$ cat src/rtl/alu_req_driver_311_if.sv
// Request/ALU/response bundle between the ALU operand driver and its environment.
// master = the driver, slave = the requester, response consumer and ALU side.
interface alu_req_driver_311_if #(
    parameter int CNT_W = 8
);
    logic             Req_Valid_311;
    logic             Req_Ready_311;
    logic [3:0]       Req_Op_311;
    logic [3:0]       Req_A_311;
    logic [3:0]       Req_B_311;
    logic [3:0]       Alu_In1_311;
    logic [3:0]       Alu_In2_311;
    logic [3:0]       Alu_Sel_311;
    logic [7:0]       Alu_Out_311;
    logic             Rsp_Valid_311;
    logic             Rsp_Ready_311;
    logic [7:0]       Rsp_Data_311;
    logic             Rsp_Err_311;
    logic [CNT_W-1:0] Done_Cnt_311;

    modport master (
        input  Req_Valid_311, Req_Op_311, Req_A_311, Req_B_311, Alu_Out_311, Rsp_Ready_311,
        output Req_Ready_311, Alu_In1_311, Alu_In2_311, Alu_Sel_311,
               Rsp_Valid_311, Rsp_Data_311, Rsp_Err_311, Done_Cnt_311
    );

    modport slave (
        output Req_Valid_311, Req_Op_311, Req_A_311, Req_B_311, Alu_Out_311, Rsp_Ready_311,
        input  Req_Ready_311, Alu_In1_311, Alu_In2_311, Alu_Sel_311,
               Rsp_Valid_311, Rsp_Data_311, Rsp_Err_311, Done_Cnt_311
    );
endinterface

$ cat src/rtl/alu_req_driver_311.sv
// Drives registered operands/select into the 4-bit combinational ALU, waits a
// settle time, captures the result and returns it over a valid/ready response.
module alu_req_driver_311 #(
    parameter int SETTLE_CYCLES = 1,
    parameter int CNT_W         = 8
) (
    input logic                  Clk_311,
    input logic                  Rst_311,
    alu_req_driver_311_if.master bus
);
    typedef enum logic [1:0] {IDLE = 2'd0, WAIT = 2'd1, RESP = 2'd2} state_t;

    typedef struct packed {
        logic [3:0] op;
        logic [3:0] a;
        logic [3:0] b;
    } req_t;

    typedef struct packed {
        logic       err;
        logic [7:0] data;
    } rsp_t;

    localparam logic [3:0] SETTLE_LD = 4'(SETTLE_CYCLES - 1);

    if (SETTLE_CYCLES < 1 || SETTLE_CYCLES > 15) begin : g_bad_settle
        $error("SETTLE_CYCLES must be in 1..15");
    end

    state_t           state_q, state_d;
    req_t             alu_q;
    rsp_t             rsp_q;
    logic             err_pend_q;
    logic [3:0]       settle_q;
    logic [CNT_W-1:0] done_q;
    logic             req_ready, rsp_valid, accept, capture, rsp_done;

    always_ff @(posedge Clk_311) begin
        if (Rst_311) state_q <= IDLE;
        else         state_q <= state_d;
    end

    always_comb begin
        state_d = state_q;
        case (state_q)
            IDLE:    if (bus.Req_Valid_311)  state_d = WAIT;
            WAIT:    if (settle_q == 4'd0)   state_d = RESP;
            RESP:    if (bus.Rsp_Ready_311)  state_d = IDLE;
            default: state_d = IDLE;
        endcase
    end

    // Handshake outputs come straight from the state register, so no input
    // reaches an output combinationally.
    always_comb begin
        req_ready = (state_q == IDLE);
        rsp_valid = (state_q == RESP);
        accept    = req_ready && bus.Req_Valid_311;
        capture   = (state_q == WAIT) && (settle_q == 4'd0);
        rsp_done  = rsp_valid && bus.Rsp_Ready_311;
    end

    always_ff @(posedge Clk_311) begin
        if (Rst_311) begin
            alu_q      <= '0;
            err_pend_q <= 1'b0;
            settle_q   <= '0;
            rsp_q      <= '0;
            done_q     <= '0;
        end else begin
            if (accept) begin
                alu_q      <= '{op: bus.Req_Op_311, a: bus.Req_A_311, b: bus.Req_B_311};
                err_pend_q <= ((bus.Req_Op_311 == 4'd3) || (bus.Req_Op_311 == 4'd4)) &&
                              (bus.Req_B_311 == 4'd0);
                settle_q   <= SETTLE_LD;
            end else if ((state_q == WAIT) && (settle_q != 4'd0)) begin
                settle_q <= settle_q - 4'd1;
            end
            // ALU is still driven on a zero divisor; its output is simply replaced.
            if (capture)
                rsp_q <= '{err: err_pend_q, data: (err_pend_q ? 8'hFF : bus.Alu_Out_311)};
            if (rsp_done)
                done_q <= done_q + CNT_W'(1);
        end
    end

    assign bus.Req_Ready_311 = req_ready;
    assign bus.Rsp_Valid_311 = rsp_valid;
    assign bus.Alu_In1_311   = alu_q.a;
    assign bus.Alu_In2_311   = alu_q.b;
    assign bus.Alu_Sel_311   = alu_q.op;
    assign bus.Rsp_Data_311  = rsp_q.data;
    assign bus.Rsp_Err_311   = rsp_q.err;
    assign bus.Done_Cnt_311  = done_q;
endmodule

$ cat src/flat_wrapper.sv
// flat-port wrapper written by rule: the top's interface ports become plain ports
module alu_req_driver_311_flat 
#(
    parameter int SETTLE_CYCLES = 1,
    parameter int CNT_W         = 8
)
  (Clk_311, Rst_311, bus_Req_Valid_311, bus_Req_Op_311, bus_Req_A_311, bus_Req_B_311, bus_Alu_Out_311, bus_Rsp_Ready_311, bus_Req_Ready_311, bus_Alu_In1_311, bus_Alu_In2_311, bus_Alu_Sel_311, bus_Rsp_Valid_311, bus_Rsp_Data_311, bus_Rsp_Err_311, bus_Done_Cnt_311);
  alu_req_driver_311_if #(.CNT_W(CNT_W)) bus_i ();
  input logic Clk_311;
  input logic Rst_311;
  input wire logic [$bits(bus_i.Req_Valid_311)-1:0] bus_Req_Valid_311;
  input wire logic [$bits(bus_i.Req_Op_311)-1:0] bus_Req_Op_311;
  input wire logic [$bits(bus_i.Req_A_311)-1:0] bus_Req_A_311;
  input wire logic [$bits(bus_i.Req_B_311)-1:0] bus_Req_B_311;
  input wire logic [$bits(bus_i.Alu_Out_311)-1:0] bus_Alu_Out_311;
  input wire logic [$bits(bus_i.Rsp_Ready_311)-1:0] bus_Rsp_Ready_311;
  output wire logic [$bits(bus_i.Req_Ready_311)-1:0] bus_Req_Ready_311;
  output wire logic [$bits(bus_i.Alu_In1_311)-1:0] bus_Alu_In1_311;
  output wire logic [$bits(bus_i.Alu_In2_311)-1:0] bus_Alu_In2_311;
  output wire logic [$bits(bus_i.Alu_Sel_311)-1:0] bus_Alu_Sel_311;
  output wire logic [$bits(bus_i.Rsp_Valid_311)-1:0] bus_Rsp_Valid_311;
  output wire logic [$bits(bus_i.Rsp_Data_311)-1:0] bus_Rsp_Data_311;
  output wire logic [$bits(bus_i.Rsp_Err_311)-1:0] bus_Rsp_Err_311;
  output wire logic [$bits(bus_i.Done_Cnt_311)-1:0] bus_Done_Cnt_311;
  assign bus_i.Req_Valid_311 = bus_Req_Valid_311;
  assign bus_i.Req_Op_311 = bus_Req_Op_311;
  assign bus_i.Req_A_311 = bus_Req_A_311;
  assign bus_i.Req_B_311 = bus_Req_B_311;
  assign bus_i.Alu_Out_311 = bus_Alu_Out_311;
  assign bus_i.Rsp_Ready_311 = bus_Rsp_Ready_311;
  assign bus_Req_Ready_311 = bus_i.Req_Ready_311;
  assign bus_Alu_In1_311 = bus_i.Alu_In1_311;
  assign bus_Alu_In2_311 = bus_i.Alu_In2_311;
  assign bus_Alu_Sel_311 = bus_i.Alu_Sel_311;
  assign bus_Rsp_Valid_311 = bus_i.Rsp_Valid_311;
  assign bus_Rsp_Data_311 = bus_i.Rsp_Data_311;
  assign bus_Rsp_Err_311 = bus_i.Rsp_Err_311;
  assign bus_Done_Cnt_311 = bus_i.Done_Cnt_311;
  alu_req_driver_311 #(.SETTLE_CYCLES(SETTLE_CYCLES), .CNT_W(CNT_W)) u_core (.Clk_311(Clk_311), .Rst_311(Rst_311), .bus(bus_i));
endmodule
$ cat config.mk
export PLATFORM = sky130hd
export DESIGN_NAME = alu_req_driver_311_flat
export DESIGN_NICKNAME = d
export VERILOG_FILES = /design/src/rtl/alu_req_driver_311_if.sv /design/src/rtl/alu_req_driver_311.sv /design/src/flat_wrapper.sv
export SDC_FILE = /design/constraint.sdc
export NUM_CORES = 1
export LEC_CHECK = 0
export BUFFER_PORTS_ARGS = -buffer_cell sky130_fd_sc_hd__buf_4
export CAP_MARGIN = 15
export CORE_MARGIN = 3
export CORE_UTILIZATION = 30
export DETAILED_ROUTE_END_ITERATION = 6
export PLACE_DENSITY = 0.52
export SLEW_MARGIN = 5
export SYNTH_ARGS = -nofsm -noshare
export SYNTH_HDL_FRONTEND = slang
export SYNTH_SLANG_ARGS = --single-unit
$ cat constraint.sdc
create_clock -name Clk_311 -period 3.5 [get_ports Clk_311]
set_input_delay 0.875 -clock Clk_311 [delete_from_list [all_inputs] [get_ports Clk_311]]
set_output_delay 0.875 -clock Clk_311 [all_outputs]
set_load 0.005 [all_outputs]
# == Word level (Yosys, flattened, before mapping) ==
# Index checks and enable logic that the tools add are counted.
# word_totals
regBits,36
in_bits,24
out_inout_bits,31
wordCells,35
# op_classes
addsub,2
n_eq_ne,7
mux,5
n_reduce_logical,12
# op_table
op,n
$add A8 B1 Y8 const B,1
$logic_not A4 Y1,2
$mux W8,1
$mux W2,3
$ne A2 B2 Y1 const B,3
$pmux W2 S3,1
$logic_and A1 B1 Y1,5
$eq A4 B2 Y1 const B,1
$eq A4 B3 Y1 const B,1
$reduce_bool A4 Y1,1
$sub A4 B1 Y4 const B,1
$reduce_and A3 Y1,1
$eq A2 B1 Y1 const B,1
$eq A2 B2 Y1 const B,1
$logic_not A2 Y1,1
$reduce_or A2 Y1,1
$logic_or A1 B1 Y1,1

# == Longest topological paths before layout ==
# Gate-level depths: netlist of the first run.
# depth
depth_word,3
depth_mapped,6
ltp_nobuf,5

# == Worst setup path after synthesis of the first run ==
# No wires, ideal clock.
# synth_timing
kind,input -> register
startpoint,in bus_Req_Valid_311
endpoint,"reg u_core.alu_q, in the netlist u_core.bus.Alu_In1_311[0]"
setup_time_ps,132
t_arrival_ps,1629
t_required_ps,3368
slack_ps,1739
path_stages,4
path_buffers,1
path_cell_list,or3b_2 -> buf_2 -> nand2_1 -> a21oi_1
# synth_between
elab_chain_cells,1
# synth_lines
item,line,text
from (decl),flat_wrapper.sv:11,input wire logic [$bits(bus_i.Req_Valid_311)-1:0] bus_Req_Valid_311;
$logic_and A1 B1 Y1,alu_req_driver_311.sv:58,accept = req_ready && bus.Req_Valid_311;
to (signal assigned),alu_req_driver_311.sv:72,"alu_q <= '{op: bus.Req_Op_311, a: bus.Req_A_311, b: bus.Req_B_311};"
to (decl),alu_req_driver_311.sv:31,req_t alu_q;
# Every way passes these cells.
# A chain may end at the register's enable or synchronous reset.

# == Worst setup path in the final report of the first run ==
# layout_timing
startpoint,reg u_core.state_q[1]
endpoint,out bus_Rsp_Valid_311
# layout_between
elab_chain_cells,1
# layout_lines
item,line,text
from (decl),alu_req_driver_311.sv:30,"state_t state_q, state_d;"
from (signal assigned),alu_req_driver_311.sv:40,else state_q <= state_d;
$eq A2 B2 Y1,alu_req_driver_311.sv:57,rsp_valid = (state_q == RESP);
to (decl),flat_wrapper.sv:21,output wire logic [$bits(bus_i.Rsp_Valid_311)-1:0] bus_Rsp_Valid_311;
# Every way passes these cells.

==> summary.md, run 1 <==
| Metric | Value |
|---|---|
| Vias in the first global route | `1370` |
| Final Hold Fails | `0` |
| Setup CP Type | `reg2out` |
| Final-report max-slew violation count | `0` |
| Core area | `4848 µm²` |
| Most frequent cells in the layout | `buf_4, dfxtp_1, a21oi_1` |
| Antenna violations before repair | `0` |
| Setup violators final | `0` |
| Worst slew pin tran | `0.9676 ns` |
| CP Launch Type | `register` |
| IO Pins | `55` |
| DP Wirelength | `2592 µm` |
| GRT overflow | `0` |
| # Post-CTS Setup Buffers | `0` |
| Critical path's slowest cell | `dfxtp_1` |
| Share of layout cells above drive strength 1 | `30.00%` |
| Cts hold-fix bufs | `0` |
| Flop2flop setup slack | `1.53 ns` |
| Crit path DAT | `1.12 ns` |
| Post-route clock period utilization | `56.89%` |
| Antenna-violating nets left | `0` |
| Fillers | `522` |
| R2R cell count | `6` |
| Leak pwr | `0.8775 nW` |
| DRC | `0` |
| Reg power frac | `53.4%` |
| Setup TNS | `0 ns` |
| Clk pwr share | `33.0%` |
| Starting DRC count in detailed routing | `47` |
| Register Area | `720.7 µm²` |
| Combinational Power Share | `13.7%` |
| Endpoint class of the critical path | `output port` |
| Mapped Area | `1538 µm²` |
| Hold path depth | `2` |
| Sequential-to-total area share from yosys stat | `46.87%` |
| Via density | `4.667` |
| Via count | `1386` |
| Pre-CTS WS | `1.340 ns` |
| CTS root buf | `clkbuf_8` |
| Syn_area_per_cell | `8.543 µm²` |
| Seq cells post-synth | `36` |
| Final Util | `42.30%` |
| Commonest non-fill, non-tap cell in the layout | `buf_4` |
| Post-Syn Instances | `180` |
| Clock insertion delay at the later pin of the skew report | `0.28 ns` |
| Pwr Total | `0.8306 mW` |
| Hold_sp | `u_core.bus.Alu_In1_311[0]$_SDFFE_PP0P_` |
| H-tree depth | `2` |
| Area of the multi-input gates | `744.5 µm²` |
| Die area | `6021 µm²` |
| Row Count | `25` |
| DRT Wirelength | `3613 µm` |
| Area delta synth->final | `33.36%` |
| DRT Pass-1 Iters | `4` |
| RSZ-0062 raised after global routing | `false` |
| Clk buf depth | `2` |
| Final hold slack | `0.4576 ns` |
| Largest net degree at the start of global routing | `36` |
| Post-route setup slack | `1.509 ns` |
| Net Sw Frac | `24.67%` |
| Reg2Reg Launch Point | `u_core.settle_q[0]$_SDFFE_PP0P_` |
| Final Skew | `0.003546 ns` |
| Status | `complete, no violations` |
| Internal power | `0.6257 mW` |
| WL per Instance | `12.16 µm` |
| Syn Nets | `206` |
| Peak supply drop | `0.2343 mV` |
| Ys Warns | `0` |
| RD Place Congestion | `0.7363` |
| Worst setup path startpoint | `u_core.state_q[1]$_SDFFE_PP0P_` |
| Critical Path RT | `2.62 ns` |
| Hold crit path type | `reg2reg` |
| Layout Nets | `256` |
| Global-route wire length before repair | `6368 µm` |
| Max-cap violations | `0` |
| CTS tree | `built` |
| Starting density of the core | `31.72%` |
| WHS Endpoint | `u_core.bus.Alu_In1_311[0]$_SDFFE_PP0P_` |
| Clock Sinks | `36` |
| Critical Path Max Stage Delay | `0.54 ns` |
| Number of distinct library cells after synthesis | `34` |
| Sw power | `0.2049 mW` |
| Clk pin slew, worst setup/hold paths | `0.07 ns` |
| Critical-path maximum fanout | `10` |
| N_diodes | `0` |
| Max Clock Freq | `0.5022 GHz` |
| Rel. slew slack | `35.36%` |
| Die Wd | `77.60 µm` |
| Tmin final | `1.991 ns` |
| GRT Total Usage | `13.06%` |
| R2R Path End | `u_core.bus.Rsp_Data_311[0]$_SDFFE_PP0P_` |
| Chip height | `77.60 µm` |
| CTS buffer count | `5` |
| PostCTS Resize Cnt | `0` |
| Critical-path cell list | `nor2b_1 > buf_4` |
| PortBufs | `54` |
| PwrDens | `405.0 nW/µm²` |
==> worst max-delay path: cells and delay by family (launching register included) <==
family / cells / cell delay [ns]
and+or+nand+nor: 1 / 0.18
buffers and inverters: 1 / 0.12
DFF: 1 / 0.54
==> state kept, by name (all words and copies together) (netlist names) <==
name                     flops
u_core.bus.Done_Cnt_311      8
u_core.bus.Rsp_Data_311      8
u_core.bus.Alu_In1_311       4
u_core.bus.Alu_In2_311       4
u_core.bus.Alu_Sel_311       4
u_core.settle_q              4
u_core.state_q               2
u_core.bus.Rsp_Err_311       1
u_core.err_pend_q            1
==> worst max path at each step <==
stage / depth (start not counted) / end / slack [ns]
floorplan: 4 / u_core.bus.Alu_In1_311[0]$_SDFFE_PP0P_ / 1.74
global placement: 4 / u_core.err_pend_q$_SDFFE_PP0P_ / 1.37
detailed placement: 4 / u_core.err_pend_q$_SDFFE_PP0P_ / 1.34
CTS: 2 / bus_Rsp_Valid_311 / 1.49
global route: 6 / u_core.bus.Rsp_Data_311[6]$_SDFFE_PP0P_ / 1.36
finish: 2 / bus_Rsp_Valid_311 / 1.51
==> synth_stat cells (all sizes together) <==
cell / number / share of area, %
o22ai: 1 / 0.41
or3: 3 / 1.2
nand2: 30 / 7.3
nand4b: 2 / 2.1
nor2b: 3 / 1.2
nor2: 15 / 4.1
nand3: 2 / 0.65
nor3b: 4 / 2.3
or3b: 2 / 1.1
a311oi: 1 / 0.57
nor3: 2 / 0.65
dfxtp: 36 / 47
xor2: 2 / 1.1
o31ai: 2 / 0.98
mux2i: 1 / 0.65
a21oi: 31 / 10
nand2b: 3 / 1.7
buf: 6 / 2.5
o21ai: 6 / 2.0
or4: 5 / 2.4
a211oi: 8 / 3.9
clkbuf: 6 / 1.5
mux2: 1 / 0.73
nor4: 1 / 0.41
inv: 3 / 0.73
ha: 2 / 1.6
nand3b: 1 / 0.49
a31o: 1 / 0.57
==> power groups by stage <==
stage	clock network [mW]	logic (mW)	registers, mW
6_report	0.274	0.114	0.443
5_1_grt	0.307	0.128	0.446
4_1_cts	0.288	0.117	0.443
3_5_place_dp	0	0.117	0.452
3_3_place_gp	0	0.116	0.453
2_1_floorplan	0	0.0594	0.449
==> final cells by class <==
cell class | instances | share of cell area, %
tap | 67 | 4.088
clock buffer | 6 | 3.539
timing repair buffer | 55 | 20.13
sequential | 36 | 35.14
inverter | 3 | 0.5491
multi-input combinational | 129 | 36.30
clock inverter | 1 | 0.2441
==> cell families after synthesis <==
family / after synthesis / synth area share (%)
and+or+nand+nor: 73 / 25.79
AOI/OAI and AO/OA: 50 / 18.47
DFF: 36 / 46.87
buffers and inverters: 15 / 4.719
xor gates and xnor gates: 2 / 1.139
muxes: 2 / 1.383
adders and majority gates: 2 / 1.627
==> metrics by stage <==
stage	cell area, µm²	cells
floorplan	1538	180
global placement	1973	290
detailed placement	1973	290
CTS	2051	297
global route	2051	297
finish	2051	297
==> metal layers <==
layer	part of all wire (%)	track usage, %	vias to the layer above
li1	-	-	731
met1	48	17.00	614
met2	44	19.26	37
met3	7.4	5.684	4
met4	1.2	4.270	0
met5	0	0	-
No activity file was read; power rests on OpenSTA's default activity.
==> run 2: changes to the inputs <==
==> constraint.sdc (replaced) <==
create_clock -name Clk_311 -period 1.9 [get_ports Clk_311]
set_input_delay 0.475 -clock Clk_311 [delete_from_list [all_inputs] [get_ports Clk_311]]
set_output_delay 0.475 -clock Clk_311 [all_outputs]
set_load 0.005 [all_outputs]
==> run 2 against run 1 <==
  * Highest routed layer unchanged
  * Sequential share of layout area fell by 0.55 points
  * Critical path depth unchanged
  * Cell count increased by 1.3%
  * Via count grew 0.58%
  * Worst setup slack worse by 1.2 ns
  * Register-to-register slack worse by 1.2 ns
  * Wire length grew 5.8%
  * Largest power group unchanged
==> summary.md, run 2 (synthesized netlist as in run 1, its figures left out) <==
| Metric | Value |
|---|---|
| Max-cap violations | `0 (unchanged)` |
| Row Count | `25 (unchanged)` |
| RSZ-0062 raised after global routing | `false (unchanged)` |
| CTS root buf | `clkbuf_8 (unchanged)` |
| CTS buffer count | `5 (unchanged)` |
| Critical-path maximum fanout | `10 (unchanged)` |
| DRT Wirelength | `3822 µm (was 3613 µm)` |
| Via density | `4.631 (was 4.667)` |
| Share of layout cells above drive strength 1 | `31.62% (was 30.00%)` |
| Fillers | `512 (was 522)` |
| Endpoint class of the critical path | `output port (unchanged)` |
| Peak supply drop | `0.3130 mV (was 0.2343 mV)` |
| H-tree depth | `2 (unchanged)` |
| Clock Sinks | `36 (unchanged)` |
| Chip height | `77.60 µm (unchanged)` |
| DRC | `0 (unchanged)` |
| Max Clock Freq | `0.6226 GHz` |
| Final hold slack | `0.4195 ns (was 0.4576 ns)` |
| DP Wirelength | `2723 µm (was 2592 µm)` |
| Post-route setup slack | `0.2939 ns (was 1.509 ns)` |
| GRT overflow | `0 (unchanged)` |
| Core area | `4848 µm² (unchanged)` |
| Flop2flop setup slack | `0.30 ns (was 1.53 ns)` |
| Final Hold Fails | `0 (unchanged)` |
| Most frequent cells in the layout | `buf_4, dfxtp_1, a21oi_1 (unchanged)` |
| IO Pins | `55 (unchanged)` |
| Status | `complete, no violations (unchanged)` |
| Pre-CTS WS | `0.3161 ns (was 1.340 ns)` |
| Setup violators final | `0 (unchanged)` |
| GRT Total Usage | `12.57% (was 13.06%)` |
| Starting density of the core | `31.72% (unchanged)` |
| CP Launch Type | `register (unchanged)` |
| Setup TNS | `0 ns (unchanged)` |
| Starting DRC count in detailed routing | `54 (was 47)` |
| Antenna-violating nets left | `0 (unchanged)` |
| Worst slew pin tran | `0.3735 ns (was 0.9676 ns)` |
| Vias in the first global route | `1355 (was 1370)` |
| Die Wd | `77.60 µm (unchanged)` |
| Final-report max-slew violation count | `0 (unchanged)` |
| Post-route clock period utilization | `84.53%` |
| Setup CP Type | `reg2out (unchanged)` |
| # Post-CTS Setup Buffers | `0 (unchanged)` |
| CTS tree | `built (unchanged)` |
| Rel. slew slack | `75.06% (was 35.36%)` |
| Clk buf depth | `2 (unchanged)` |
| Via count | `1394 (was 1386)` |
| Layout Nets | `259 (was 256)` |
| Clock insertion delay at the later pin of the skew report | `0.29 ns (was 0.28 ns)` |
| Leak pwr | `0.8994 nW (was 0.8775 nW)` |
| Antenna violations before repair | `0 (unchanged)` |
| PostCTS Resize Cnt | `0 (unchanged)` |
| Cts hold-fix bufs | `0 (unchanged)` |
| Commonest non-fill, non-tap cell in the layout | `buf_4 (unchanged)` |
| Largest net degree at the start of global routing | `28 (was 36)` |
| Hold crit path type | `in2reg (was reg2reg)` |
| Tmin final | `1.606 ns` |
| N_diodes | `0 (unchanged)` |
| Crit path DAT | `1.13 ns (was 1.12 ns)` |
| Critical Path RT | `1.42 ns (was 2.62 ns)` |
| WL per Instance | `12.70 µm (was 12.16 µm)` |
| Final Skew | `0.004125 ns (was 0.003546 ns)` |
| Pwr Total | `1.581 mW (was 0.8306 mW)` |
| PwrDens | `758.8 nW/µm² (was 405.0 nW/µm²)` |
| Global-route wire length before repair | `6085 µm (was 6368 µm)` |
| PortBufs | `54 (unchanged)` |
| Die area | `6021 µm² (unchanged)` |
| Area delta synth->final | `35.48% (was 33.36%)` |
| DRT Pass-1 Iters | `4 (unchanged)` |
| Clk pin slew, worst setup/hold paths | `0.08 ns (was 0.07 ns)` |
| RD Place Congestion | `0.7871 (was 0.7363)` |
## run 2: report_power, final
group	switching (mW)	total [mW]	leakage, nW	internal [mW]
clock	0.291	0.546	0.0479	0.255
combinational	0.0995	0.218	0.558	0.118
sequential	0.0268	0.817	0.293	0.790
total	0.417	1.58	0.899	1.16
## run 2: worst paths after layout
path / startpoint / end / cells after the start
max: u_core.state_q[1]$_SDFFE_PP0P_ / bus_Rsp_Valid_311 / 2
min: Rst_311 / u_core.bus.Alu_In1_311[2]$_SDFFE_PP0P_ / 2
max reg2reg: u_core.settle_q[0]$_SDFFE_PP0P_ / u_core.bus.Rsp_Data_311[0]$_SDFFE_PP0P_ / 5
min reg2reg: u_core.bus.Alu_In1_311[0]$_SDFFE_PP0P_ / u_core.bus.Alu_In1_311[0]$_SDFFE_PP0P_ / 2
## run 2: layout make-up
type / instances / area (µm²) / share of cell area, %
multi-input cells: 129 / 744.5 / 35.74
flip-flops and latches: 36 / 720.7 / 34.59
repair buffers: 58 / 435.4 / 20.90
well taps: 67 / 83.83 / 4.024
clock buffers: 5 / 68.82 / 3.303
clock inverters: 3 / 18.77 / 0.9009
inverters: 3 / 11.26 / 0.5405
## run 2: per-layer routing
layer	global-route usage (%)	part of all wire (%)	up-vias
met5	0	0	-
met4	6.940	2.1	0
met3	4.756	6.4	9
met2	18.58	42	36
met1	15.63	49	615
li1	-	-	734
## run 2: stage by stage
stage / util, % / instance area (µm²) / std cells
after floorplan: - / 1538 / 180
after global placement: 41.16 / 1996 / 293
after detailed placement: 41.16 / 1996 / 293
after CTS: 42.97 / 2083 / 301
after global routing: 42.97 / 2083 / 301
final: 42.97 / 2083 / 301
## run 2: critical path, cell delays in order, from the launching register on
cell and delay (ns):
dfxtp_1 0.55, nor2b_1 0.18, buf_4 0.11
==> run 3: changes to the inputs <==
--- a/config.mk
+++ b/config.mk
@@ -10,7 +10,7 @@
 export CORE_MARGIN = 3
 export CORE_UTILIZATION = 30
 export DETAILED_ROUTE_END_ITERATION = 6
-export PLACE_DENSITY = 0.52
+export PLACE_DENSITY = 0.54
 export SLEW_MARGIN = 5
 export SYNTH_ARGS = -nofsm -noshare
 export SYNTH_HDL_FRONTEND = slang
==> constraint.sdc (replaced) <==
create_clock -name Clk_311 -period 1.4 [get_ports Clk_311]
set_input_delay 0.35 -clock Clk_311 [delete_from_list [all_inputs] [get_ports Clk_311]]
set_output_delay 0.35 -clock Clk_311 [all_outputs]
set_load 0.005 [all_outputs]
==> run 3 against run 2 <==
  * The run now ends with negative setup slack left
  * Sequential share of layout area down 3.1 points
  * Final area up 11%
  * Wire length is 1.7% higher
  * Via count up 6.4%
  * Clock power grew 31%
  * Count of clock-buffer cells in the layout unchanged
  * First-iteration DRC count up 24%
  * Critical path type is now reg2reg
  * Critical endpoint is now u_core.bus.Rsp_Data_311[3]$_SDFFE_PP0P_
  * Largest cell class unchanged
  * Largest power group unchanged
==> summary.md, run 3 (synthesized netlist as in run 1, its figures left out) <==
| Metric | Value |
|---|---|
| Crit path max-delay family | `simple AND/OR/NAND/NOR gates (was flip-flops)` |
| Critical Path Max Stage Delay | `0.42 ns (was 0.55 ns)` |
| R2R Path End | `u_core.bus.Rsp_Data_311[3]$_SDFFE_PP0P_ (was u_core.bus.Rsp_Data_311[0]$_SDFFE_PP0P_)` |
| Row Count | `25 (unchanged)` |
| Post-route clock period utilization | `101.3%` |
| Core area | `4848 µm² (unchanged)` |
| DP Wirelength | `2735 µm (was 2723 µm)` |
| N_diodes | `0 (unchanged)` |
| Tmin final | `1.418 ns` |
| Peak supply drop | `0.6354 mV (was 0.3130 mV)` |
| DRT Wirelength | `3887 µm (was 3822 µm)` |
| Commonest non-fill, non-tap cell in the layout | `buf_4 (unchanged)` |
| WP depth | `5 (was 2)` |
| Crit path to | `u_core.bus.Rsp_Data_311[3]$_SDFFE_PP0P_ (was bus_Rsp_Valid_311)` |
| Dpl cells | `304 (was 293)` |
| GRT overflow | `0 (unchanged)` |
| Critical-path cell list | `inv_2 > ha_4 > or3b_4 > nor2_4 > a211oi_1 (was nor2b_1 > buf_4)` |
| Max-cap violations | `0 (unchanged)` |
| Hold_sp | `bus_Req_A_311[2] (was Rst_311)` |
| CTS root buf | `clkbuf_8 (unchanged)` |
| Setup violators final | `9 (was 0)` |
| Endpoint class of the critical path | `register (was output port)` |
| Buf/Inv on CP | `1 (unchanged)` |
| RD Place Congestion | `0.7074 (was 0.7871)` |
| Clk buf depth | `2 (unchanged)` |
| Pwr Total | `2.180 mW (was 1.581 mW)` |
| Starting DRC count in detailed routing | `67 (was 54)` |
| Net Sw Frac | `25.66% (was 26.37%)` |
| Global-route wire length before repair | `6479 µm (was 6085 µm)` |
| RSZ-0062 raised after global routing | `true (was false)` |
| Post-route setup slack | `-0.01782 ns (was 0.2939 ns)` |
| Leak pwr | `0.9985 nW (was 0.8994 nW)` |
| Failing checks | `negative setup slack` |
| Reg power frac | `50.7% (was 51.7%)` |
| Chip height | `77.60 µm (unchanged)` |
| Clk pin slew, worst setup/hold paths | `0.07 ns (was 0.08 ns)` |
| PwrDens | `945.3 nW/µm² (was 758.8 nW/µm²)` |
| Rel. slew slack | `76.71% (was 75.06%)` |
| CTS tree | `built (unchanged)` |
| Via density | `4.708 (was 4.631)` |
| Post-Layout Cell Count | `315 (was 301)` |
| Clk pwr share | `32.9% (was 34.5%)` |
| Clock insertion delay at the later pin of the skew report | `0.28 ns (was 0.29 ns)` |
| DRT Pass-1 Iters | `4 (unchanged)` |
| Worst slew pin tran | `0.3489 ns (was 0.3735 ns)` |
| Fillers | `517 (was 512)` |
| Max Clock Freq | `0.7053 GHz` |
| Internal power | `1.620 mW (was 1.164 mW)` |
| Combinational Power Share | `16.5% (was 13.8%)` |
| Die Wd | `77.60 µm (unchanged)` |
| Critical Path RT | `1.56 ns (was 1.42 ns)` |
| IO Pins | `55 (unchanged)` |
| Area delta synth->final | `49.96% (was 35.48%)` |
| R2R cell count | `5 (unchanged)` |
| CP Launch Type | `register (unchanged)` |
| Hold crit path type | `in2reg (unchanged)` |
| Worst setup path startpoint | `u_core.settle_q[0]$_SDFFE_PP0P_ (was u_core.state_q[1]$_SDFFE_PP0P_)` |
| Antenna violations before repair | `0 (unchanged)` |
| Reg2Reg Launch Point | `u_core.settle_q[0]$_SDFFE_PP0P_ (unchanged)` |
| Starting density of the core | `31.72% (unchanged)` |
| Critical-path maximum fanout | `8 (was 10)` |
| GRT Total Usage | `13.17% (was 12.57%)` |
| Sw power | `0.5594 mW (was 0.4168 mW)` |
| Die area | `6021 µm² (unchanged)` |
| Share of layout cells above drive strength 1 | `41.94% (was 31.62%)` |
| Final Skew | `0.005823 ns (was 0.004125 ns)` |
| Setup CP Type | `reg2reg (was reg2out)` |
| H-tree depth | `2 (unchanged)` |
| Most frequent cells in the layout | `buf_4, dfxtp_1, a21oi_1, nand2_1, nor2_1 (was buf_4, dfxtp_1, a21oi_1)` |
| Final Hold Fails | `0 (unchanged)` |
| Crit path DAT | `1.58 ns (was 1.13 ns)` |
| PortBufs | `54 (unchanged)` |
| Clock Sinks | `36 (unchanged)` |
| Status | `complete, but fails checks (was complete, no violations)` |
| Critical path's slowest cell | `or3b_4 (was dfxtp_1)` |
| DRC | `0 (unchanged)` |
| Antenna-violating nets left | `0 (unchanged)` |
| Setup TNS | `-0.1057 ns (was 0 ns)` |
| Final-report max-slew violation count | `0 (unchanged)` |
| Via count | `1483 (was 1394)` |
| Vias in the first global route | `1391 (was 1355)` |
| Largest net degree at the start of global routing | `35 (was 28)` |
| CTS buffer count | `5 (unchanged)` |
| Flop2flop setup slack | `-0.02 ns (was 0.30 ns)` |
| Layout Nets | `273 (was 259)` |
| WL per Instance | `12.34 µm (was 12.70 µm)` |
-- run 3: worst min-delay path, stage by stage --
cell	delay [ns]
buf_4	0.10
nand2_1	0.04
a21oi_1	0.05
-- run 3: cell type report --
cell class              count  area (µm²)  share of cell area, %
repair buffers             72       579.3                  25.12
clock inverters             3       18.77                 0.8139
inverters                   3       11.26                 0.4883
multi-input cells         129       818.3                  35.49
well taps                  67       83.83                  3.635
flip-flops and latches     36       725.7                  31.47
clock buffers               5       68.82                  2.984
-- run 3: what timing repair did --
action	CTS	global route
pin swaps	5	6
gates cloned	0	1
setup buffers	1	1
resized for setup	7	14
hold buffers	0	0
setup endpoints to repair	14	25
-- run 3: stage by stage --
stage                     hold WS (ns)  utilization, %  instance area [µm²]  worst slack, ns
after floorplan                 0.4527               -                 1553          0.01287
after global placement          0.4467           43.74                 2121         -0.04941
after detailed placement        0.4512           43.74                 2121          -0.1182
after CTS                       0.3035           46.27                 2243         -0.03059
after global routing            0.3038           47.56                 2306         -0.08764
final                           0.3102           47.56                 2306         -0.01782
-- run 3: how the worst min path moves through the flow --
stage	end	slack [ns]	depth (start not counted)
after detailed placement	u_core.bus.Alu_In2_311[2]$_SDFFE_PP0P_	0.45	2
after global routing	u_core.bus.Alu_In2_311[3]$_SDFFE_PP0P_	0.30	3
after floorplan	u_core.bus.Alu_In1_311[0]$_SDFFE_PP0P_	0.45	2
final	u_core.bus.Alu_In1_311[2]$_SDFFE_PP0P_	0.31	3
after global placement	u_core.bus.Alu_In1_311[2]$_SDFFE_PP0P_	0.45	2
after CTS	u_core.bus.Alu_In1_311[3]$_SDFFE_PP0P_	0.30	3
-- run 3: per-layer routing --
layer / global-route usage, % / vias to the layer above / share of wire (%)
met5: 0 / - / 0
met4: 4.270 / 0 / 1.1
met3: 3.944 / 7 / 5.6
met2: 21.40 / 33 / 48
met1: 16.61 / 678 / 45
li1: - / 765 / -
-- run 3: power by group through the flow --
stage          Clock (mW)  Combinational [mW]  Sequential (mW)
4_1_cts             0.754               0.348             1.10
5_1_grt             0.806               0.398             1.11
6_report            0.717               0.359             1.10
3_3_place_gp            0               0.339             1.13
3_5_place_dp            0               0.344             1.13
2_1_floorplan           0               0.149             1.12
